$ cat src/rtl/video_dram_arb.sv
// Shared-DRAM slot arbiter: grants each DRAM slot to video, CPU or nobody
// according to the requested video bandwidth, and returns read data to the slot owner.
module video_dram_arb #(
  parameter int AW = 21,
  parameter int DW = 16
) (
  input  logic          clk,
  input  logic          rst,
  input  logic          cycle_beg,
  input  logic          video_go,
  input  logic [1:0]    video_bw,
  input  logic [AW-1:0] video_addr,
  output logic          video_next,
  output logic          video_strobe,
  output logic [DW-1:0] video_data,
  input  logic          cpu_req,
  input  logic          cpu_rnw,
  input  logic [AW-1:0] cpu_addr,
  input  logic [DW-1:0] cpu_wdata,
  output logic          cpu_next,
  output logic          cpu_strobe,
  output logic [DW-1:0] cpu_rdata,
  output logic          dram_req,
  output logic          dram_rnw,
  output logic [AW-1:0] dram_addr,
  output logic [DW-1:0] dram_wdata,
  input  logic [DW-1:0] dram_rdata,
  input  logic          dram_rdone
);

  typedef enum logic [1:0] {
    OWN_NONE = 2'd0,
    OWN_VID  = 2'd1,
    OWN_CPU  = 2'd2
  } owner_t;

  owner_t        r_owner;
  owner_t        w_owner_nxt;
  logic [2:0]    r_sc;
  logic          r_done;
  logic          w_bw_hit;
  logic          w_vid_grant;
  logic          w_rd_vid;
  logic          w_rd_cpu;

  logic          r_video_next;
  logic          r_video_strobe;
  logic [DW-1:0] r_video_data;
  logic          r_cpu_next;
  logic          r_cpu_strobe;
  logic [DW-1:0] r_cpu_rdata;
  logic          r_dram_req;
  logic          r_dram_rnw;
  logic [AW-1:0] r_dram_addr;
  logic [DW-1:0] r_dram_wdata;

  // The slot counter is sampled before it advances, so slot 0 of a window is video's.
  always_comb begin
    w_bw_hit = 1'b1;
    unique case (video_bw)
      2'b00:   w_bw_hit = (r_sc == 3'd0);
      2'b01:   w_bw_hit = (r_sc[1:0] == 2'd0);
      2'b10:   w_bw_hit = ~r_sc[0];
      default: w_bw_hit = 1'b1;
    endcase
    w_vid_grant = video_go & w_bw_hit;
  end

  always_comb begin
    w_owner_nxt = r_owner;
    if (cycle_beg) begin
      if (w_vid_grant)  w_owner_nxt = OWN_VID;
      else if (cpu_req) w_owner_nxt = OWN_CPU;
      else              w_owner_nxt = OWN_NONE;
    end
  end

  always_ff @(posedge clk or posedge rst) begin
    if (rst) r_owner <= OWN_NONE;
    else     r_owner <= w_owner_nxt;
  end

  // Completion is judged against the slot that is ending, even when a new one starts this clk.
  assign w_rd_vid = dram_rdone & ~r_done & (r_owner == OWN_VID);
  assign w_rd_cpu = dram_rdone & ~r_done & (r_owner == OWN_CPU) & r_dram_rnw;

  always_ff @(posedge clk or posedge rst) begin
    if (rst) begin
      r_sc           <= 3'd0;
      r_done         <= 1'b0;
      r_video_next   <= 1'b0;
      r_video_strobe <= 1'b0;
      r_video_data   <= '0;
      r_cpu_next     <= 1'b0;
      r_cpu_strobe   <= 1'b0;
      r_cpu_rdata    <= '0;
      r_dram_req     <= 1'b0;
      r_dram_rnw     <= 1'b0;
      r_dram_addr    <= '0;
      r_dram_wdata   <= '0;
    end else begin
      r_video_next   <= cycle_beg & w_vid_grant;
      r_cpu_next     <= cycle_beg & ~w_vid_grant & cpu_req;
      r_video_strobe <= w_rd_vid;
      r_cpu_strobe   <= w_rd_cpu;
      if (w_rd_vid) r_video_data <= dram_rdata;
      if (w_rd_cpu) r_cpu_rdata  <= dram_rdata;

      if (cycle_beg)       r_done <= 1'b0;
      else if (dram_rdone) r_done <= 1'b1;

      if (!video_go)      r_sc <= 3'd0;
      else if (cycle_beg) r_sc <= r_sc + 3'd1;

      if (cycle_beg) begin
        unique case (w_owner_nxt)
          OWN_VID: begin
            r_dram_req   <= 1'b1;
            r_dram_rnw   <= 1'b1;
            r_dram_addr  <= video_addr;
            r_dram_wdata <= '0;
          end
          OWN_CPU: begin
            r_dram_req   <= 1'b1;
            r_dram_rnw   <= cpu_rnw;
            r_dram_addr  <= cpu_addr;
            r_dram_wdata <= cpu_wdata;
          end
          default: begin
            r_dram_req   <= 1'b0;
            r_dram_rnw   <= 1'b0;
            r_dram_addr  <= '0;
            r_dram_wdata <= '0;
          end
        endcase
      end
    end
  end

  assign video_next   = r_video_next;
  assign video_strobe = r_video_strobe;
  assign video_data   = r_video_data;
  assign cpu_next     = r_cpu_next;
  assign cpu_strobe   = r_cpu_strobe;
  assign cpu_rdata    = r_cpu_rdata;
  assign dram_req     = r_dram_req;
  assign dram_rnw     = r_dram_rnw;
  assign dram_addr    = r_dram_addr;
  assign dram_wdata   = r_dram_wdata;

endmodule

$ cat config.mk
export PLATFORM = sky130hd
export DESIGN_NAME = video_dram_arb
export DESIGN_NICKNAME = d
export VERILOG_FILES = /design/src/rtl/video_dram_arb.sv
export SDC_FILE = /design/constraint.sdc
export NUM_CORES = 1
export LEC_CHECK = 0
export CAP_MARGIN = 20
export CORE_MARGIN = 2
export CORE_UTILIZATION = 44
export CTS_CLUSTER_DIAMETER = 80
export DETAILED_ROUTE_END_ITERATION = 8
export HOLD_SLACK_MARGIN = 0.02
export PLACE_DENSITY = 0.86
export SETUP_SLACK_MARGIN = 0.1
export SLEW_MARGIN = 20
export SYNTH_ARGS = -nofsm -noshare
export SYNTH_HDL_FRONTEND = slang
export SYNTH_SLANG_ARGS = --single-unit
export TNS_END_PERCENT = 1
$ cat constraint.sdc
create_clock -name clk -period 5.1 [get_ports clk]
set_input_delay 1.275 -clock clk [delete_from_list [all_inputs] [get_ports clk]]
set_output_delay 1.275 -clock clk [all_outputs]
set_load 0.01 [all_outputs]
; Word level (Yosys, flattened, before mapping)
; Cells that the tools add are included.
[word_totals]
ff_bits = 81
wordCells = 49
[op_classes]
add_sub_neg = 1
n_eq_ne = 7
n_mux = 12
bitwise_logic = 11
n_reduce_logical = 5
[op_table]
columns = operator, n
row1 = 21-bit one-hot mux with 2 select lines, 1
row2 = 16-bit two-way mux, 1
row3 = 1-bit bitwise AND, 8
row4 = 2-bit by 1-bit == test with 1-bit output (second input constant), 3
row5 = 2-bit == test (second input constant), 3
row6 = 2-bit two-way mux, 3
row7 = 3-bit two-way mux, 2
row8 = 2-bit zero test, 2
row9 = 3-bit by 1-bit adder with 3-bit output (second input constant), 1
row10 = 3-bit zero test, 1
row11 = 1-bit two-way mux, 3
row12 = 1-bit NOT, 3
row13 = 1-bit one-hot mux with 3 select lines, 1
row14 = 2-bit != test (second input constant), 1
row15 = 1-bit one-hot mux with 2 select lines, 1
row16 = 2-bit nonzero test, 1
row17 = 2-bit OR reduction, 1

; Depth between registers and ports, before layout
[logic_depth]
ltp_word = 8
mapped_depth = 9
mapped_depth_nobuf = 7

; Least setup slack after synthesis
; OpenSTA, ideal clock, no wires.
[synth_timing]
kind = in2reg
startpoint = in cycle_beg
endpoint = reg r_dram_wdata[1] (netlist: dram_wdata[1])
setup_ps = 121
arrival_time_ps = 2835
path_slack_ps = 2144
stages = 9
cell_sequence = buf_2 > inv_1 > clkbuf_1 > a22oi_1 > ha_1 > and2_1 > clkbuf_1 > buf_2 > a22o_1
[synth_via]
elab_chain_len = 3
[synth_rtl]
columns = element, line
row1 = "start, declared", 9  ; input logic cycle_beg,
row2 = 2-bit two-way mux, 71  ; if (cycle_beg) begin
row3 = 2-bit == test, 116  ; unique case (w_owner_nxt)
row4 = 16-bit two-way mux, 116
row5 = "end signal, assigned", 127  ; r_dram_wdata <= cpu_wdata;
row6 = "end, declared", 55  ; logic [DW-1:0] r_dram_wdata;
; Parallel ways exist; a longest one is shown, timed or not.
; A chain may end at the register's enable or synchronous reset.

; Worst setup path after layout
[layout_timing]
startpoint = in cycle_beg
endpoint = reg r_dram_req (netlist: dram_req)
[layout_via]
elab_chain_len = 4
word_cells_on_any_way = 5
classes_between = eq/ne: 2 / mux: 2 / reduce/logical: 1
[layout_rtl]
columns = element, line
row1 = 2-bit two-way mux, 71
row2 = 2-bit == test or 2-bit by 1-bit == test with 1-bit output (tied branches), 116
row3 = 2-bit OR reduction (no line), n/a
row4 = 1-bit two-way mux, 116
row5 = "end signal, assigned", 118  ; r_dram_req <= 1'b1;
row6 = "end signal, assigned", 124  ; r_dram_req <= 1'b1;
row7 = "end signal, assigned", 130  ; r_dram_req <= 1'b0;
row8 = "end, declared", 52  ; logic r_dram_req;
; Parallel ways exist; a longest one is shown, timed or not.

==> results by group <==
Run status
  – Outcome: completed

Timing
  – # setup viols final: 0
  – Clock skew after layout: between 0.015 and 0.02 ns
  – Min cycle time layout: 3.77 ns
  – Final hold violations: 0
  – Rel. slew slack: between 30% and 40%
  – Period utilization: 74.0%
  – Total Neg Setup Slack: 0 ns
  – Final Max Slew Viols: 0
  – Max frequency: between 200 and 300 MHz
  – Worst Tran Pin Value: just over 1 ns
  – RSZ-0062 raised after global routing: false

Setup path
  – R2r setup slk: around 2.8 ns
  – Slowest stage delay, CP: about 0.67 ns
  – CP startpoint kind: input pin
  – Endpoint class of the critical path: flop
  – WS Path Type: input pin to flop
  – Critical path arrival: 3.94 ns
  – Delay-heaviest family, CP: buffers and inverters
  – CP max FO: 26
  – CP Cell Sequence: clkdlybuf4s50_1 > inv_1 > a22oi_1 > ha_1 > nand2b_1 > o21ai_0
  – Highest-delay cell along the critical path: inv_1
  – Worst path bufs/invs: 2
  – WP data required: around 5.3 ns

Clock tree
  – TritonCTS clock tree: yes
  – CTS H-tree lvls: 3
  – Setup bufs post-CTS: 0
  – Root Buffer: clkbuf_8
  – Clock transition at path regs: ~0.070 ns
  – CTS Buffer Depth: 2
  – CTS Sinks: between 80 and 90
  – CTS resizes: 0
  – Hold Buf Count CTS: 0
  – Total CTS buffers: 9
  – Clock Latency Late Sink: about 0.34 ns

Yosys
  – Top post-synthesis cells by area: dfrtp_1 62%, mux2_2 7.9%, o2bb2ai_1 5.9%
  – Synth async-reset ratio: 100%
  – Ys flop type: dfrtp_1
  – Register area share after synthesis: between 60% and 70%
  – Seq cells post-synth: 81
  – Yosys warnings: 0
  – Average cell area after synthesis: roughly 15 sq um
  – Post-Syn Instances: about 230
  – Syn Nets: ~310
  – Area leader, netlist: dfrtp_1
  – Post-Syn Area: 3270 sq um
  – EDFF count, synth: 0
  – Synth top area share: slightly above 60%
  – Library cells used by synthesis: 30

Layout
  – Commonest non-fill, non-tap cells in the layout: 157 x clkdlybuf4s50_1, 81 x dfrtp_1, 23 x mux2_2
  – Layout overhead on the synthesized area: 57.0%
  – Fin area: slightly above 5000 sq um
  – Diodes inserted: 0
  – Commonest non-fill, non-tap cell in the layout: clkdlybuf4s50_1
  – Share of cells above drive strength 1: between 10% and 20%
  – Nets@finish: about 470

Floorplanning
  – Core box area: just over 7000 sq um
  – Die area: 8150 sq um
  – I/O Pins: between 150 and 200
  – Initial Util: ~45%
  – FP Rows: 31
  – Die Wd: between 90 and 100 um
  – Die H: 90.3 um

Routing
  – ANT nets after route: 0
  – WL met3: approximately 400 um
  – DR vias/cell: about 5.1
  – Wire length on met1: 3500 um
  – Top Metal Used: met4
  – DR pass1 iterations: 4
  – DR vias: 2482
  – Met2 WL post-DR: about 4200 um
  – DRC viols: 0
  – Wirelength per Cell: approximately 17 um
  – Final wirelength: 8250 um
  – DR iter-0 viols: a little over 100

Global routing
  – First-pass GRT wire length: 13300 um
  – Gr usage total: slightly above 20%
  – Largest net degree at the start of global routing: 50
  – Gr ovfl total: 0
  – Initial antenna violation count: 0
  – Vias in the first global route: approximately 2600

Power
  – Leakage Power: 2.20 nW
  – Sw frac: between 20% and 30%
  – P_sw: 0.525 mW
  – Worst vdd ir: between 200 and 250 uV
  – Internal power: 1.48 mW
  – Seq pwr share: between 40% and 50%
  – Clock network power share: between 20 and 30%
  – PD cells: 391 nW/um^2
  – Combinational Power Share: 30.3%

Flow run
  – MaxCap Viol Count: 0

Placement
  – Post-DP HPWL: slightly above 6000 um
  – Port Buf Inserts: 157
  – Area after DPL: between 4000 and 5000 sq um
  – Placer Congestion: ~0.7

Hold path
  – Worst min path class: flop to flop
-- power groups by stage --
| stage | Combinational, mW | Sequential, mW | Clock [mW] |
|---|---|---|---|
| after floorplan | 0.190 | 0.910 | 0 |
| after global routing | 0.648 | 0.860 | 0.595 |
| final | 0.609 | 0.843 | 0.557 |
| after CTS | 0.618 | 0.845 | 0.567 |
| after detailed placement | 0.615 | 0.857 | 0 |
| after global placement | 0.599 | 0.849 | 0 |
-- routing by layer --
layer	vias to the layer above	global-route usage, %
li1	1151	-
met1	1234	25.8
met2	88	34.6
met3	9	4.92
met4	0	6.54
met5	-	0
-- area by class of cell --
| class | instances | area [sq um] |
|---|---|---|
| repair buffers | 160 | 1590 |
| clock buffers | 9 | 124 |
| multi-input cells | 123 | 1130 |
| inverters | 5 | 20.0 |
| flip-flops and latches | 81 | 2030 |
| clock inverters | 7 | 118 |
| fillers | 523 | 2080 |
| well taps | 99 | 124 |
-- sequential cells by signal (all words and copies together), names as in the netlist --
| name | count |
|---|---|
| cpu_next | 1 |
| cpu_rdata | 16 |
| cpu_strobe | 1 |
| dram_addr | 21 |
| dram_req | 1 |
| dram_rnw | 1 |
| dram_wdata | 16 |
| r_done | 1 |
| r_owner | 2 |
| r_sc | 3 |
| video_data | 16 |
| video_next | 1 |
| video_strobe | 1 |
-- kinds of logic after synthesis --
logic type / synth area share [%]
AOI/OAI and AO/OA: 16.6
buffers and inverters: 3.52
adders and majority gates: 1.53
xor gates and xnor gates: 0.535
and+or+nand+nor: 3.21
muxes: 12.7
DFF: 61.9
-- Yosys cell counts (2+ instances only) --
library cell,count
dfrtp_1,81
mux2_2,23
a22oi_1,22
o2bb2ai_1,22
a22o_1,16
clkbuf_1,9
mux2_4,9
inv_1,5
and2_1,4
buf_2,4
ha_1,4
a21o_1,2
a21oi_1,2
buf_6,2
mux2i_1,2
nand2_1,2
nand2b_1,2
nor2_1,2
-- final timing paths --
path | startpoint | to | depth (start not counted)
worst max register to register | r_sc[0] | dram_addr[0] | 7
worst min register to register | dram_addr[5] | dram_addr[5] | 1
worst min-delay path | dram_addr[5] | dram_addr[5] | 1
max in group asynchronous | rst | dram_addr[16] | 3
worst max-delay path | cycle_beg | dram_req | 6
min in group asynchronous | rst | video_data[8] | 2
-- worst reg2reg max path, cell delays in order, from the launching register on --
cell and delay, ns:
dfrtp_1 0.42, inv_1 0.06, ha_1 0.19, a21o_1 0.21
a21oi_1 0.19, ha_1 0.25, nand2b_1 0.53, o2bb2ai_1 0.33
-- through the flow --
stage                     worst slack [ns]  power, mW  std cells  hold slack [ns]  util, %
final                                 1.33       2.01        484            0.492     71.2
after global routing                  1.05       2.10        484            0.511     71.2
after CTS                             1.30       2.03        484            0.497     71.2
after detailed placement             0.951       1.47        468            0.473     67.9
after global placement                1.05       1.45        468            0.468     67.9
after floorplan                       1.74       1.10        225            0.465        -
No activity file was read; power rests on OpenSTA's default activity.
